--- config.mk ---
export PLATFORM = sky130hd
export DESIGN_NAME = incr_pipe_flat
export DESIGN_NICKNAME = d
export VERILOG_FILES = /design/src/rtl/incr_pipe_pkg.sv /design/src/rtl/incr_pipe_if.sv /design/src/rtl/incr_pipe_stage.sv /design/src/rtl/incr_pipe.sv /design/src/flat_wrapper.sv
export SDC_FILE = /design/constraint.sdc
export NUM_CORES = 1
export LEC_CHECK = 0
export CORE_MARGIN = 1
export CORE_UTILIZATION = 49
export DETAILED_ROUTE_END_ITERATION = 10
export PLACE_DENSITY = 0.8
export RECOVER_POWER = 50
export SLEW_MARGIN = 30
export SYNTH_ARGS = -nofsm -noshare
export SYNTH_HDL_FRONTEND = slang
export SYNTH_SLANG_ARGS = --single-unit
--- constraint.sdc ---
create_clock -name clk -period 2.5 [get_ports clk]
set_clock_uncertainty 0.2 [all_clocks]
set_input_delay 0.625 -clock clk [delete_from_list [all_inputs] [get_ports clk]]
set_output_delay 0.625 -clock clk [all_outputs]
set_load 0.02 [all_outputs]
--- src/rtl/incr_pipe_pkg.sv ---
// Shared types and the per-lane operation for incr_pipe.
// INCR_PIPE_SAT_EN selects saturating instead of modular increment.
package incr_pipe_pkg;

  typedef enum logic [1:0] {
    MODE_INCR = 2'd0,
    MODE_PASS = 2'd1,
    MODE_CLR  = 2'd2,
    MODE_RSVD = 2'd3
  } mode_e;

  // Widest lane the helper supports; callers zero-extend in and truncate out.
  localparam int LANE_MAX_W = 32;

  function automatic logic [LANE_MAX_W-1:0] lane_op(
    input logic [LANE_MAX_W-1:0] lane,
    input logic [1:0]            mode,
    input logic [LANE_MAX_W-1:0] incr,
    input int unsigned           width
  );
    logic [LANE_MAX_W:0] mask;
    logic [LANE_MAX_W:0] sum;
    logic [LANE_MAX_W:0] res;
    mask = ((LANE_MAX_W+1)'(1) << width) - (LANE_MAX_W+1)'(1);
    sum  = ({1'b0, lane} & mask) + ({1'b0, incr} & mask);
    case (mode_e'(mode))
`ifdef INCR_PIPE_SAT_EN
      MODE_INCR: res = (sum > mask) ? mask : sum;
`else
      MODE_INCR: res = sum & mask;
`endif
      MODE_CLR:  res = '0;
      default:   res = {1'b0, lane} & mask;
    endcase
    return LANE_MAX_W'(res);
  endfunction

endpackage

--- src/rtl/incr_pipe_if.sv ---
// Stream bundle for incr_pipe: input beat, output beat and beat counter.
// slave is the pipeline side, master is the driver/sink side.
interface incr_pipe_if #(
  parameter int WIDTH    = 8,
  parameter int CHANNELS = 4,
  parameter int CNT_W    = 16
);
  logic                      in_valid;
  logic                      in_ready;
  logic [1:0]                in_mode;
  logic [CHANNELS*WIDTH-1:0] in_data;
  logic                      out_valid;
  logic                      out_ready;
  logic [CHANNELS*WIDTH-1:0] out_data;
  logic [CNT_W-1:0]          beat_count;

  modport master (
    output in_valid, in_mode, in_data, out_ready,
    input  in_ready, out_valid, out_data, beat_count
  );

  modport slave (
    input  in_valid, in_mode, in_data, out_ready,
    output in_ready, out_valid, out_data, beat_count
  );
endinterface

--- src/rtl/incr_pipe_stage.sv ---
// One elastic register slot: valid + data, loads whenever empty or draining.
// Latency 1 cycle; up_rdy = !dn_vld || dn_rdy (combinational pass-through of ready).
module incr_pipe_stage #(
  parameter int DW = 32
) (
  input  logic          clk,
  input  logic          reset_n,
  input  logic          up_vld,
  output logic          up_rdy,
  input  logic [DW-1:0] up_dat,
  output logic          dn_vld,
  input  logic          dn_rdy,
  output logic [DW-1:0] dn_dat
);

  assign up_rdy = !dn_vld || dn_rdy;

  always_ff @(posedge clk) begin
    if (!reset_n) begin
      dn_vld <= 1'b0;
      dn_dat <= '0;
    end else if (up_rdy) begin
      dn_vld <= up_vld;
      if (up_vld) dn_dat <= up_dat;
    end
  end

endmodule

--- src/rtl/incr_pipe.sv ---
// Multi-lane increment/pass/clear pipeline with beat counter; INCR_PIPE_SAT_EN saturates lanes and counter.
// Latency STAGES cycles, 1 beat/cycle; full backpressure via a combinational ready chain, in_ready low in reset.
module incr_pipe
  import incr_pipe_pkg::*;
#(
  parameter int WIDTH    = 8,
  parameter int CHANNELS = 4,
  parameter int STAGES   = 2,
  parameter int INCR     = 1,
  parameter int CNT_W    = 16
) (
  input logic         clk,
  input logic         reset_n,
  incr_pipe_if.slave  bus
);

  localparam int DW = CHANNELS * WIDTH;

  logic [DW-1:0]    op_dat;
  logic             stg_vld [STAGES];
  logic             stg_rdy [STAGES];
  logic [DW-1:0]    stg_dat [STAGES];
  logic [CNT_W-1:0] cnt;

  // Each lane is evaluated on its own slice, so no carry crosses a lane boundary.
  always_comb begin
    op_dat = '0;
    for (int i = 0; i < CHANNELS; i++) begin
      op_dat[i*WIDTH +: WIDTH] = WIDTH'(lane_op(LANE_MAX_W'(bus.in_data[i*WIDTH +: WIDTH]),
                                                bus.in_mode, LANE_MAX_W'(INCR), WIDTH));
    end
  end

  for (genvar s = 0; s < STAGES; s++) begin : g_stage
    logic          up_vld;
    logic [DW-1:0] up_dat;
    logic          dn_rdy;

    if (s == 0) begin : g_head
      assign up_vld = bus.in_valid;
      assign up_dat = op_dat;
    end else begin : g_body
      assign up_vld = stg_vld[s-1];
      assign up_dat = stg_dat[s-1];
    end

    if (s == STAGES-1) begin : g_tail
      assign dn_rdy = bus.out_ready;
    end else begin : g_mid
      assign dn_rdy = stg_rdy[s+1];
    end

    incr_pipe_stage #(.DW(DW)) u_stage (
      .clk     (clk),
      .reset_n (reset_n),
      .up_vld  (up_vld),
      .up_rdy  (stg_rdy[s]),
      .up_dat  (up_dat),
      .dn_vld  (stg_vld[s]),
      .dn_rdy  (dn_rdy),
      .dn_dat  (stg_dat[s])
    );
  end

  always_ff @(posedge clk) begin
    if (!reset_n) begin
      cnt <= '0;
`ifdef INCR_PIPE_SAT_EN
    end else if (bus.out_valid && bus.out_ready && (cnt != '1)) begin
`else
    end else if (bus.out_valid && bus.out_ready) begin
`endif
      cnt <= cnt + 1'b1;
    end
  end

  assign bus.in_ready   = stg_rdy[0] && reset_n;
  assign bus.out_valid  = stg_vld[STAGES-1];
  assign bus.out_data   = stg_dat[STAGES-1];
  assign bus.beat_count = cnt;

endmodule
--- src/flat_wrapper.sv ---
// flat-port wrapper written by rule: the top's interface ports become plain ports
module incr_pipe_flat import incr_pipe_pkg::*;
#(
  parameter int WIDTH    = 8,
  parameter int CHANNELS = 4,
  parameter int STAGES   = 2,
  parameter int INCR     = 1,
  parameter int CNT_W    = 16
)
  (clk, reset_n, bus_in_valid, bus_in_mode, bus_in_data, bus_out_ready, bus_in_ready, bus_out_valid, bus_out_data, bus_beat_count);
  incr_pipe_if #(.WIDTH(WIDTH), .CHANNELS(CHANNELS), .CNT_W(CNT_W)) bus_i ();
  input logic clk;
  input logic reset_n;
  input wire logic [$bits(bus_i.in_valid)-1:0] bus_in_valid;
  input wire logic [$bits(bus_i.in_mode)-1:0] bus_in_mode;
  input wire logic [$bits(bus_i.in_data)-1:0] bus_in_data;
  input wire logic [$bits(bus_i.out_ready)-1:0] bus_out_ready;
  output wire logic [$bits(bus_i.in_ready)-1:0] bus_in_ready;
  output wire logic [$bits(bus_i.out_valid)-1:0] bus_out_valid;
  output wire logic [$bits(bus_i.out_data)-1:0] bus_out_data;
  output wire logic [$bits(bus_i.beat_count)-1:0] bus_beat_count;
  assign bus_i.in_valid = bus_in_valid;
  assign bus_i.in_mode = bus_in_mode;
  assign bus_i.in_data = bus_in_data;
  assign bus_i.out_ready = bus_out_ready;
  assign bus_in_ready = bus_i.in_ready;
  assign bus_out_valid = bus_i.out_valid;
  assign bus_out_data = bus_i.out_data;
  assign bus_beat_count = bus_i.beat_count;
  incr_pipe #(.WIDTH(WIDTH), .CHANNELS(CHANNELS), .STAGES(STAGES), .INCR(INCR), .CNT_W(CNT_W)) u_core (.clk(clk), .reset_n(reset_n), .bus(bus_i));
endmodule
==> metrics, run 1 <==
dpl hpwl=6710 um; vias in the first global route=3329; final setup vio count=0; vias per cell=around 5.6; area grow syn2layout=35.9%; Crit Path Max Fanout=2; share of cells above drive strength 1=under 10%; TritonCTS Buffers=9; GRT Util Overall=24.2%; Post-synth EDFFs=0; Netlist cell types=42; period utilization=98.7%; synth warn=0; core footprint=7210 um2; most frequent cells in the layout=clkdlybuf4s50_1 (86), dfxtp_1 (82), nand2_1 (77); Min Clock Period, post-route=2.47 ns; Pins Over Slew Limit=0; syn_area_per_cell=8.10 um2; kind of end point of the critical path=output pin; clk root buf=clkbuf_8; first-pass GRT wire length=14600 um; CTS tree=done; post-route non-filler standard cell count=651; final non-filler cell area=4950 um2; initial antenna violation count=0; Seq/Total Area, Yosys=45.0%; Final #Nets=590; Post-Syn Nets=493; clk_lat worst skew=around 0.34 ns; maximum clock frequency=approximately 400 MHz; antenna viol nets, final=0; Die H=roughly 88 um; num rows=31; Placer Congestion=around 0.86; Initial Util=50.5%; synthesis-stage register bit count=82; setup TNS=0 ns; Cells after Synth=450; Worst Hold Class=reg -> reg; postcts setup bufs=0; PwrDens=around 550 nW/um2; Detailed Route Iter0 Violations=139; outcome=complete, no violations; slew at the pin closest to its max-slew limit=1.19 ns; Pleak=0.00171 uW; # fillers=~610; Critical Path RT=1.67 ns; input/output buffers=87; Worst setup SP type=primary input; worst path arrival time=between 1.5 and 2 ns; Netlist Area Pre-Place=3640 um2; Clock Tree Buf Depth=2; vias after detailed routing=between 3000 and 4000; DP Area=4760 um2; H-tree levels=3; clk sink count=82; Worst slew margin=20.8%; Die Area=~7800 um2; most common cell after layout, fill and taps aside=clkdlybuf4s50_1; Clk pin slew, worst setup/hold paths=0.08 ns; max-cap viol count=0; DRC viols=0; RSZ-0062 raised after global routing=false; diodes inserted=0; Crit Path Category=in -> out; CTS Hold Bufs=0; grt ovf=0; Peak VDD IR=0.000275 V; Synth async-reset ratio=0%; DR WL/cell=14.2 um; IO Pins=88; final WL=approximately 9300 um; top_reg_cell synth=dfxtp_1; TritonRoute pass-1 iters=5; Die W=88.2 um; largest net degree at the start of global routing=62; DP Cell Count=635; Final Hold Fails=0
-- synth_stat cells, types with 7 or more instances --
master | instances | area [um2]
a211oi_1 | 8 | 60.1
or3_1 | 7 | 43.8
clkbuf_1 | 20 | 75.1
nor3_1 | 10 | 50.1
dfxtp_1 | 82 | 1640
nand4_1 | 11 | 68.8
nand3_1 | 18 | 90.1
nand2_1 | 77 | 289
nor2_1 | 39 | 146
xor2_1 | 8 | 70.1
a21oi_1 | 39 | 195
o21ai_0 | 34 | 170
xnor2_1 | 11 | 96.3
a31oi_1 | 21 | 131
-- state kept, by name, indices dropped and copies added, names as in the netlist --
signal,count
u_core.g_stage.u_stage.dn_dat,64
u_core.bus.beat_count,16
u_core.g_stage.u_stage.dn_vld,2
-- path summary, 6_finish.rpt --
path | from | endpoint | slack, ns | cells past startpoint
worst max register to register | u_core.g_stage[1].u_stage.dn_vld$_SDFFE_PN0P_ | u_core.g_stage[0].u_stage.dn_dat[29]$_SDFFE_PN0P_ | 0.58 | 5
worst max-delay path | reset_n | bus_in_ready | 0.03 | 4
worst min-delay path | u_core.g_stage[1].u_stage.dn_dat[7]$_SDFFE_PN0P_ | u_core.g_stage[1].u_stage.dn_dat[7]$_SDFFE_PN0P_ | 0.25 | 2
worst min register to register | u_core.g_stage[1].u_stage.dn_dat[7]$_SDFFE_PN0P_ | u_core.g_stage[1].u_stage.dn_dat[7]$_SDFFE_PN0P_ | 0.25 | 2
-- what timing repair did --
| action | in CTS | in global routing |
|---|---|---|
| gates cloned | 0 | 0 |
| resized for setup | 1 | 1 |
| endpoints found under the setup margin | 1 | 1 |
-- where the power goes --
part           switching, uW  internal (uW)
clock network            456            511
registers               29.7           1360
logic                    201            176
total                    687           2050
-- logic make-up after synthesis --
group / Yosys count / synth area share (%)
compound gates: 114 / 18.2
xor+xnor: 19 / 4.57
fa+ha+maj: 5 / 1.72
buf+inv: 34 / 4.29
flops: 82 / 45.0
simple gates: 196 / 26.2
-- through the flow --
| stage | total power, uW | utilization, % | hold WS (ns) | setup WS [ns] |
|---|---|---|---|---|
| after global placement | 1790 | 66.0 | 0.240 | -0.302 |
| after global routing | 2850 | 68.7 | 0.272 | 0.00119 |
| final | 2730 | 68.7 | 0.253 | 0.0318 |
| after detailed placement | 1800 | 66.0 | 0.243 | -0.275 |
| after floorplan | 1600 | - | 0.229 | 0.461 |
| after CTS | 2750 | 68.8 | 0.256 | 0.00463 |
-- worst max-delay path: stages --
cell and delay (ns):
clkdlybuf4s50_1 0.54, inv_2 0.05, a21oi_1 0.11, clkdlybuf4s15_1 0.31
-- cell type report --
class,instances,area (um2),area share (%)
Inverter,6,22.5,0.455
Multi-Input combinational cell,334,1850,37.2
Clock inverter,5,52.6,1.06
Sequential cell,82,1640,33.1
Tap cell,99,124,2.50
Clock buffer,11,151,3.06
Timing Repair Buffer,114,1120,22.6
-- per-layer routing --
metal	share of wire, %	wire length (um)	vias to the layer above	GRT usage [%]
li1	-	-	1800	-
met2	51	4680	113	42.2
met1	41	3840	1693	28.9
met3	5.2	483	22	4.76
met5	0	0	-	0
met4	2.7	252	0	10.9
Power figures use the tool's default switching activity.
==> inputs of run 2 (changes only) <==
Settings changed: PLACE_DENSITY 0.8 to 0.89, TNS_END_PERCENT from default to 50.
==> metrics, run 2 (same netlist as run 1, synthesis figures left out) <==
outcome=complete, no violations; vias in the first global route=3417 (+2.6%); DRC viols=0 (unchanged); TritonRoute pass-1 iters=6 (+1); largest net degree at the start of global routing=62 (unchanged); met1 usage=31.8% (+2.9 points); vias after detailed routing=3725 (+2.7%); slew at the pin closest to its max-slew limit=1.19 ns (+0.00716 ns); Clk pin slew, worst setup/hold paths=0.08 ns (about the same); Min Clock Period, post-route=2.35 ns (-0.123 ns); TritonCTS Buffers=9 (unchanged); met3 global-route usage=4.66% (-0.093 points); DR WL/cell=14.6 um (+2.6%); num rows=31 (unchanged); Final #Nets=585 (-0.85%); final WL=9420 um (+1.9%); Detailed Route Iter0 Violations=205 (+47%); input/output buffers=87 (unchanged); Crit Path Max Fanout=2 (unchanged); maximum clock frequency=426 MHz (+5.2%); Peak VDD IR=0.000364 V (+32%); kind of end point of the critical path=output pin; initial antenna violation count=0 (unchanged); Initial Util=50.5% (unchanged); grt ovf=0 (unchanged); max-cap viol count=0 (unchanged); overall power=2720 uW (-0.51%); first-pass GRT wire length=15300 um (+4.7%); Pleak=0.00168 uW (-1.4%); worst path arrival time=1.52 ns (-0.12 ns); clk_lat worst skew=0.35 ns (about the same); antenna viol nets, final=0 (unchanged); most common cell after layout, fill and taps aside=clkdlybuf4s50_1; Worst slew margin=20.4% (-0.48 points); diodes inserted=0 (unchanged); Worst Hold Class=reg -> reg; max FFs per register=64 (unchanged); clk root buf=clkbuf_8; IO Pins=88 (unchanged); met2 Use GR=42.0% (-0.21 points); layer with the highest usage=met2; Die W=88.2 um (unchanged); final setup vio count=0 (unchanged); PwrDens=555 nW/um2 (+0.56%); # fillers=600 (-2.1%); clk sink count=82 (unchanged); most frequent cells in the layout=clkdlybuf4s50_1 (83), dfxtp_1 (82), nand2_1 (77); most flop-heavy register=u_core.g_stage.u_stage.dn_dat; period utilization=93.8% (-4.9 points); area grow syn2layout=34.5%; setup TNS=0 ns (unchanged); RSZ-0062 raised after global routing=false; Pins Over Slew Limit=0 (unchanged); CTS Hold Bufs=0 (unchanged); core footprint=7210 um2 (unchanged); Clock Tree Buf Depth=2 (unchanged); H-tree levels=3 (unchanged); share of cells above drive strength 1=7.50% (-1.2 points); GRT Util Overall=25.5% (+1.3 points); Die Area=7790 um2 (unchanged); Final Hold Fails=0 (unchanged); Die H=88.2 um (unchanged); vias per cell=5.77 (+3.5%); CTS tree=done; dpl hpwl=6580 um (-1.9%); Worst setup SP type=primary input; Crit Path Category=in -> out; Placer Congestion=0.946 (+11%); Critical Path RT=1.67 ns (about the same)
[run 2: cell count changes in the layout (fill, tap and decap cells not counted), sizes merged]
cell | before | now
clkdlybuf4s50 | 86 | 83
buf | 25 | 20
dlygate4sd3 | 0 | 3
clkdlybuf4s15 | 1 | 0
clkinv | 3 | 2
clkbuf | 13 | 15
[run 2: where the power goes]
| group | internal [uW] | switching [uW] |
|---|---|---|
| clock network | 490 | 466 |
| registers | 1360 | 29.2 |
| logic | 170 | 204 |
[run 2: timing repair]
item | 4_1_cts | 5_1_grt
setup endpoints to repair | 1 | 1
setup buffers | 0 | 0
pin swaps | 0 | 0
gates resized for setup | 2 | 1
[run 2: path summary, 6_finish.rpt]
kind	slack, ns	cells past startpoint	startpoint	endpoint
hold reg to reg	0.24	2	u_core.g_stage[0].u_stage.dn_dat[23]$_SDFFE_PN0P_	u_core.g_stage[1].u_stage.dn_dat[23]$_SDFFE_PN0P_
setup / recovery	0.15	4	reset_n	bus_in_ready
hold / removal	0.24	2	u_core.g_stage[0].u_stage.dn_dat[23]$_SDFFE_PN0P_	u_core.g_stage[1].u_stage.dn_dat[23]$_SDFFE_PN0P_
setup reg to reg	0.60	6	u_core.g_stage[1].u_stage.dn_vld$_SDFFE_PN0P_	u_core.g_stage[0].u_stage.dn_dat[31]$_SDFFE_PN0P_
[run 2: metal layers]
layer,up-vias,share of wire (%)
met5,-,0
met3,29,6.5
li1,1795,-
met4,0,2.9
met2,164,49
met1,1737,41
[run 2: through the flow]
| stage | util, % | instance area [um2] | cells | hold WS (ns) | worst slack (ns) |
|---|---|---|---|---|---|
| 2_1_floorplan | - | 3640 | 450 | 0.229 | 0.461 |
| 3_3_place_gp | 65.5 | 4720 | 630 | 0.237 | -0.308 |
| 3_5_place_dp | 65.5 | 4720 | 630 | 0.247 | -0.297 |
| 4_1_cts | 68.2 | 4920 | 646 | 0.249 | 0.00352 |
| 5_1_grt | 68.0 | 4900 | 646 | 0.262 | 0.0538 |
| 6_report | 68.0 | 4900 | 646 | 0.243 | 0.155 |
[run 2: area by class of cell]
class / count / area (um2) / area share (%)
inverters: 6 / 22.5 / 0.459
well taps: 99 / 124 / 2.53
flip-flops and latches: 82 / 1640 / 33.5
clock buffers: 12 / 145 / 2.96
multi-input cells: 334 / 1840 / 37.6
repair buffers: 109 / 1070 / 21.9
clock inverters: 4 / 51.3 / 1.05
[run 2: worst max-delay path, cell delays in order]
cell and delay [ns]:
clkdlybuf4s50_1 0.55, inv_2 0.05, a21oi_1 0.11, clkbuf_2 0.18
==> inputs of run 3 (changes only) <==
Settings changed: CORE_MARGIN 1 to default, PLACE_DENSITY 0.89 to default, PLACE_DENSITY_LB_ADDON from default to 0.1, SETUP_SLACK_MARGIN from default to 0.05.
==> metrics, run 3 (same netlist as run 1, synthesis figures left out) <==
outcome=complete, no violations; Final Hold Fails=0 (unchanged); Final #Nets=593 (+1.4%); vias after detailed routing=3568 (-4.2%); PwrDens=578 nW/um2 (+4.2%); R2R cell count=6 (unchanged); diodes inserted=0 (unchanged); first-pass GRT wire length=14800 um (-3.6%); Seq pwr share=48.5% (-2.6 points); max-cap viol count=0 (unchanged); Switching Share=25.5% (-0.22 points); Initial Util=50.5% (unchanged); antenna viol nets, final=0 (unchanged); Int Pwr=2130 uW (+5.6%); Pleak=0.00172 uW (+2.4%); max FFs per register=64 (unchanged); most common cell after layout, fill and taps aside=dfxtp_1; Clk pin slew, worst setup/hold paths=0.08 ns (about the same); most frequent cells in the layout=dfxtp_1 (82), clkdlybuf4s50_1 (80), nand2_1 (77); R2R setup slack=0.69 ns (+0.09 ns); Worst slew margin=17.7% (-2.6 points); DRC viols=0 (unchanged); most flop-heavy register=u_core.g_stage.u_stage.dn_dat; vias in the first global route=3188 (-6.7%); postcts setup bufs=0 (unchanged); slowest CP cell=clkdlybuf4s50_1; CTS Hold Bufs=0 (unchanged); clk_lat worst skew=0.35 ns (about the same); GRT Util Overall=24.5% (-0.93 points); post-route non-filler standard cell count=654 (+1.2%); kind of end point of the critical path=output pin; clk sink count=82 (unchanged); Worst Hold Class=reg -> reg; Pins Over Slew Limit=0 (unchanged); initial antenna violation count=0 (unchanged); slew at the pin closest to its max-slew limit=1.23 ns (+0.0395 ns); Peak VDD IR=0.000379 V (+4.2%); share of cells above drive strength 1=8.83% (+1.3 points); Die H=88.2 um (unchanged); RSZ-0062 raised after global routing=false; DR WL/cell=14.2 um (-2.8%); critical path, cell by cell=clkdlybuf4s50_1 -> nor2b_1 -> a21oi_1 -> buf_2; fin worst setup slack=0.181 ns (+0.0267 ns); vias per cell=5.46 (-5.4%); max incr delay on CP=0.49 ns (-0.06 ns); Placer Congestion=0.879 (-7.1%); TritonRoute pass-1 iters=6 (unchanged); Die W=88.2 um (unchanged); num rows=31 (unchanged); Crit Path Max Fanout=2 (unchanged); largest net degree at the start of global routing=62 (unchanged); clk root buf=clkbuf_8; TritonCTS Buffers=9 (unchanged); Clock Tree Buf Depth=2 (unchanged); Comb power frac=12.9% (-0.9 points); maximum clock frequency=431 MHz (+1.2%); Sw Pwr=731 uW (+4.4%); # fillers=656 (+9.3%); Worst Hold Path Cells=2 (unchanged); Die Area=7790 um2 (unchanged); final WL=9280 um (-1.6%); Crit Path Category=in -> out; H-tree levels=3 (unchanged); Critical Path RT=1.67 ns (about the same); input/output buffers=87 (unchanged); Min Clock Period, post-route=2.32 ns (-0.0267 ns); Hold Crit Start=u_core.g_stage[0].u_stage.dn_dat[11]$_SDFFE_PN0P_; period utilization=92.7% (-1.1 points); grt ovf=0 (unchanged); dpl hpwl=6560 um (-0.31%); CTS tree=done; final setup vio count=0 (unchanged); DP Cell Count=638 (+1.3%); area grow syn2layout=35.9%; worst reg2reg path startpoint=u_core.g_stage[1].u_stage.dn_vld$_SDFFE_PN0P_; worst path arrival time=1.49 ns (-0.03 ns); pre-CTS WS=-0.297 ns (+0.000272 ns); Detailed Route Iter0 Violations=182 (-11%); core footprint=7210 um2 (unchanged); Critical path origin=bus_out_ready; setup TNS=0 ns (unchanged); Worst setup SP type=primary input; IO Pins=88 (unchanged); clock power share=38.6% (+3.4 points)
-- run 3: layer usage --
layer / part of all wire (%) / routed length [um] / GRT usage [%] / vias up
met5: 0 / 0 / 0 / -
met4: 1.8 / 167 / 9.97 / 0
met1: 46 / 4270 / 32.7 / 1668
li1: - / - / - / 1809
met3: 4.6 / 429 / 4.57 / 11
met2: 48 / 4410 / 39.2 / 80
-- run 3: path summary, 6_finish.rpt --
kind,endpoint
worst max-delay path,bus_in_ready
worst min-delay path,u_core.g_stage[1].u_stage.dn_dat[11]$_SDFFE_PN0P_
worst max register to register,u_core.g_stage[0].u_stage.dn_dat[10]$_SDFFE_PN0P_
worst min register to register,u_core.g_stage[1].u_stage.dn_dat[11]$_SDFFE_PN0P_
-- run 3: per-stage QoR --
| step | utilization, % | hold WS, ns | instance area (um2) | total power (uW) |
|---|---|---|---|---|
| after detailed placement | 65.8 | 0.242 | 4750 | 1790 |
| after CTS | 69.0 | 0.254 | 4980 | 2890 |
| after floorplan | - | 0.229 | 3640 | 1600 |
| after global placement | 65.8 | 0.236 | 4750 | 1780 |
| final | 68.7 | 0.252 | 4950 | 2860 |
| after global routing | 68.7 | 0.271 | 4950 | 2980 |
-- run 3: area by class of cell --
type	instances	area, um2	share of cell area [%]
flip-flops and latches	82	1640	33.1
repair buffers	117	1090	22.0
multi-input cells	334	1840	37.1
clock inverters	6	96.3	1.94
inverters	6	22.5	0.455
well taps	99	124	2.50
clock buffers	10	138	2.78
-- run 3: critical path, delay by kind of cell --
kind / cells / cell delay (ns)
AO/OA/AOI/OAI: 1 / 0.14
buffers and inverters: 2 / 0.67
AND/OR/NAND/NOR: 1 / 0.07
-- run 3: timing repair --
item | CTS | global route
endpoints found under the setup margin | 1 | 1
gates cloned | 0 | 0
gates resized for setup | 4 | 1
-- run 3: power groups by stage --
stage,combinational [uW],sequential (uW),clock (uW)
after floorplan,168,1430,0
after global placement,365,1420,0
final,370,1390,1100
after detailed placement,372,1420,0
after CTS,374,1390,1130
after global routing,404,1400,1180
==> RTL change 1 (config.mk and constraints of run 2) <==
Build with the macro `INCR_PIPE_SAT_EN` defined.
--- a/src/rtl/incr_pipe_pkg.sv
+++ b/src/rtl/incr_pipe_pkg.sv
@@ -2,2 +2,4 @@
 // INCR_PIPE_SAT_EN selects saturating instead of modular increment.
+`define INCR_PIPE_SAT_EN
+
 package incr_pipe_pkg;
Formal check against the unedited RTL: not equivalent (Yosys sat finds a counterexample within 4 cycles, from zero or initial values and one cycle with reset_n low).
==> RTL change 1 against run 2 <==
  * Wire length up 14%
  * Sequential cell count unchanged
  * Register-to-register slack worse by 300 ps
  * Synthesized area up 8.7%
  * Critical path type unchanged
  * Global-route usage up 0.97 points
  * Power up 0.96%
  * Cell area up 7.7%
  * Clock power up 2.2%
  * Setup slack worse by 100 ps
  * Non-clock buffer count up 11
==> RTL change 1: results (changes against run 2) <==
grt_use_met3_pct: 4.15  # -0.52 points
r2r_slack_ps: 300  # -300 ps
wl_met3_um: 703  # +16%
fin_cells: 722  # +12%
drt-total-wl_um: 10800  # +14%
drt_iter0_markers: 334  # +63%
leakage_uw: 0.00200  # +19%
dp_hpwl_um: 7500  # +14%
via_per_inst: 5.77  # +0.14%
outcome: "finished clean"
syn_avg_cell_area_um2: 7.71  # -4.8%
hold_end: "u_core.g_stage[0].u_stage.dn_dat[7]$_SDFFE_PN0P_"
synth.distinct_cells: 43  # +2.4%
synth.area.top_cells: "dfxtp_1 (41%), nand2_1 (9.6%), a21oi_1 (9.1%)"
grtUsageMet2_pct: 46.0  # +3.9 points
reg2reg_to: "u_core.bus.beat_count[0]$_SDFFE_PN0P_"
arrival_ps: 1620  # +100 ps
firstDrtPassIters: 7  # +1
grt_pass1_vias: 4060  # +19%
nFillCells: 649  # +8.2%
syn-num-nets: 561  # +14%
grtUsageTotal_pct: 26.4  # +0.97 points
holdWs_ps: 253  # +9.80 ps
peakVddDrop_v: 0.000243  # -33%
reg2reg_depth: 5  # -1
globalRouteMet1Util_pct: 31.4  # -0.43 points
grt_max_degree: 64  # +3.2%
place.gp.congestion: 0.883  # -6.7%
place_inst: 706  # +12%
ys_seq_area_share_pct: 41.4  # -3.6 points
[RTL change 1: power by group]
group          switching (µW)  internal, µW  total, µW
logic                     217           174        391
registers                26.0          1350       1380
clock network             508           468        977
total                     752          1990       2740
[RTL change 1: cell families (layout without fill, tap and decap cells)]
family                     count (synthesis)  count (layout)  share of synthesized area [%]
AOI/OAI and AO/OA                        143             143                           20.9
buffers and inverters                     41             147                           4.30
adders and majority gates                  9               9                           2.84
DFF                                       82              82                           41.4
xor gates and xnor gates                  14              14                           3.10
and+or+nand+nor                          221             221                           26.3
muxes                                      4               4                           1.04
[RTL change 1: timing repair]
item,in CTS,in global routing
setup endpoints to repair,1,0
gates resized for setup,4,0
hold buffers,0,0
setup buffers,0,0
[RTL change 1: how the worst max path moves through the flow]
stage,cells past startpoint,from,end
global placement,4,bus_out_ready,bus_in_ready
global route,4,bus_out_ready,bus_in_ready
floorplan,3,reset_n,bus_in_ready
detailed placement,4,bus_out_ready,bus_in_ready
CTS,4,bus_out_ready,bus_in_ready
finish,4,bus_out_ready,bus_in_ready
[RTL change 1: worst max-delay path: stages]
cell             delay (ps)
clkdlybuf4s50_1         480
and2b_1                 200
a21oi_1                 140
buf_2                   180
[RTL change 1: final cells by class]
cell class,instances,area share (%)
multi-input cells,391,40.6
flip-flops and latches,82,31.1
repair buffers,120,21.3
well taps,102,2.42
clock buffers,9,2.35
clock inverters,7,1.45
inverters,11,0.782
[RTL change 1: metrics by stage]
stage / setup TNS [ps] / area, µm² / setup slack [ps] / power, µW
after floorplan: 0 / 3960 / 448 / 1600
final: 0 / 5280 / 50.8 / 2740
after global routing: 0 / 5280 / 16.9 / 2870
after detailed placement: -415 / 5120 / -395 / 1800
after global placement: -366 / 5120 / -366 / 1780
after CTS: 0 / 5310 / 38.9 / 2760
==> RTL change 2 (flow settings as in run 2) <==
Made on the original files. Make the reset (`reset_n`) asynchronous in 2 clocked blocks.
--- a/src/rtl/incr_pipe_stage.sv
+++ b/src/rtl/incr_pipe_stage.sv
@@ -17,3 +17,3 @@
 
-  always_ff @(posedge clk) begin
+  always_ff @(posedge clk or negedge reset_n) begin
     if (!reset_n) begin
--- a/src/rtl/incr_pipe.sv
+++ b/src/rtl/incr_pipe.sv
@@ -64,3 +64,3 @@
 
-  always_ff @(posedge clk) begin
+  always_ff @(posedge clk or negedge reset_n) begin
     if (!reset_n) begin
Formal check against the unedited RTL: differs if reset_n is asserted again (counterexample within 4 cycles, from zero or initial values and one cycle with reset_n low); with reset_n held inactive, the same outputs for 10 cycles.
==> RTL change 2 against run 2 <==
  * Wire length decreased by 4.6%
  * Maximum frequency decreased by 0.31%
  * Register-to-register slack improved by 50 ps
  * Sequential cell count unchanged
  * Synthesized area increased by 6.2%
  * Cell area increased by 4.6%
  * Final cell count decreased by 11%
  * Setup slack got worse by 7.4 ps
  * Largest cell class is now sequential cells
  * Highest routed layer unchanged
Power is not compared: it rests on default switching activity, and its combinational part moved more than twofold at a synthesized area within 25%.
==> RTL change 2: results (changes against run 2) <==
avgRoutedWirePerCell_um: 15.6  # +6.8%
syn-num-nets: 415  # -16%
crit_start: "bus_out_ready"
fin_crit_ps: 2350  # +7.38 ps
endpoint: "bus_in_ready"
vias: 3249  # -13%
crit_slowest_cell: "clkdlybuf4s50_1"
synth.area.top_cells: "dfrtp_1 (53%), mux2_2 (9.6%), a31oi_1 (4.5%)"
synth_commonest_cells: "dfrtp_1 (82), nor2_1 (45), mux2_2 (33), o21ai_0 (31), a31oi_1 (28)"
synth.distinct_cells: 37  # -12%
firstDrtPassIters: 5  # -1
dp_hpwl_um: 6230  # -5.3%
drt_iter0_markers: 145  # -29%
grtUsageTotal_pct: 23.5  # -2.0 points
grt_pass1_wl_um: 15100  # -1.7%
rr_startpoint: "u_core.g_stage[1].u_stage.dn_vld$_DFFE_PN0P_"
arrival_ps: 1530
outcome: "finished clean"
ys_seq_area_share_pct: 53.0  # +8.0 points
nNetsFinal: 513  # -12%
core_um2: 7690  # +6.6%
r2r_slack_ps: 650  # +50 ps
dp_slack_ps: -262  # +34.7 ps
port_buffers: 87  # unchanged
reg2reg_depth: 5  # -1
post_dp_cell_area_um2: 4960  # +5.1%
postCtsSetupBuffers: 0  # unchanged
layout-drive-gt1-share_pct: 14.9  # +7.5 points
grt_max_degree: 83  # +34%
ys_async_sr_fraction_pct: 100  # +100 points
hp-start: "u_core.bus.beat_count[15]$_DFFE_PN0P_"
place.gp.congestion: 0.896  # -5.3%
yosys_warnings: 0  # unchanged
RTL change 2: power groups by stage:
stage | Clock [µW] | Combinational [µW] | Sequential (µW)
floorplan | 0 | 389 | 1980
global placement | 0 | 1180 | 1770
detailed placement | 0 | 1220 | 1790
CTS | 975 | 1220 | 1760
global route | 1040 | 1290 | 1800
finish | 966 | 1200 | 1760
RTL change 2: kinds of logic (layout without fill, tap and decap cells):
| family | after synthesis | count (layout) | share of synthesized area [%] |
|---|---|---|---|
| buffers and inverters | 21 | 124 | 2.75 |
| flip-flops | 82 | 82 | 53.0 |
| AND/OR/NAND/NOR | 133 | 133 | 17.3 |
| multiplexers | 33 | 33 | 9.60 |
| XOR/XNOR | 15 | 15 | 3.39 |
| AO/OA/AOI/OAI | 83 | 83 | 12.4 |
| adder cells (fa/ha/maj) | 5 | 5 | 1.62 |
RTL change 2: final cells by class:
| cell class | count | area (µm²) |
|---|---|---|
| Timing Repair Buffer | 106 | 1030 |
| Inverter | 2 | 7.51 |
| Sequential cell | 82 | 2050 |
| Clock buffer | 12 | 145 |
| Clock inverter | 4 | 51.3 |
| Multi-Input combinational cell | 269 | 1710 |
| Tap cell | 102 | 128 |
| Fill cell | 611 | 2560 |
RTL change 2: worst min-delay path by stage:
stage | to | slack (ps) | depth (start not counted)
4_1_cts | u_core.bus.beat_count[0]$_DFFE_PN0P_ | 240 | 2
6_report | u_core.bus.beat_count[15]$_DFFE_PN0P_ | 270 | 1
5_1_grt | u_core.bus.beat_count[15]$_DFFE_PN0P_ | 290 | 1
2_1_floorplan | u_core.bus.beat_count[0]$_DFFE_PN0P_ | 130 | 0
3_3_place_gp | u_core.bus.beat_count[15]$_DFFE_PN0P_ | 260 | 1
3_5_place_dp | u_core.bus.beat_count[15]$_DFFE_PN0P_ | 260 | 1
RTL change 2: timing repair:
action | in CTS | in global routing
hold buffers | 0 | 0
endpoints found under the setup margin | 1 | 1
gates resized for setup | 2 | 1
RTL change 2: critical path, delay by kind of cell:
kind,cells,cell delay (ps)
and+or+nand+nor,2,330
buffers and inverters,2,570
RTL change 2: per-stage QoR:
| step | instances | utilization, % |
|---|---|---|
| 4_1_cts | 577 | 67.1 |
| 3_5_place_dp | 561 | 64.6 |
| 2_1_floorplan | 372 | - |
| 3_3_place_gp | 561 | 64.5 |
| 6_report | 577 | 66.7 |
| 5_1_grt | 577 | 66.7 |
RTL change 2: routing by layer:
| layer | up-vias | track usage (%) | routed length [µm] |
|---|---|---|---|
| met1 | 1559 | 29.1 | 3760 |
| met3 | 24 | 3.62 | 475 |
| met5 | - | 0 | 0 |
| met4 | 0 | 12.2 | 293 |
| met2 | 129 | 39.6 | 4460 |
| li1 | 1537 | - | - |
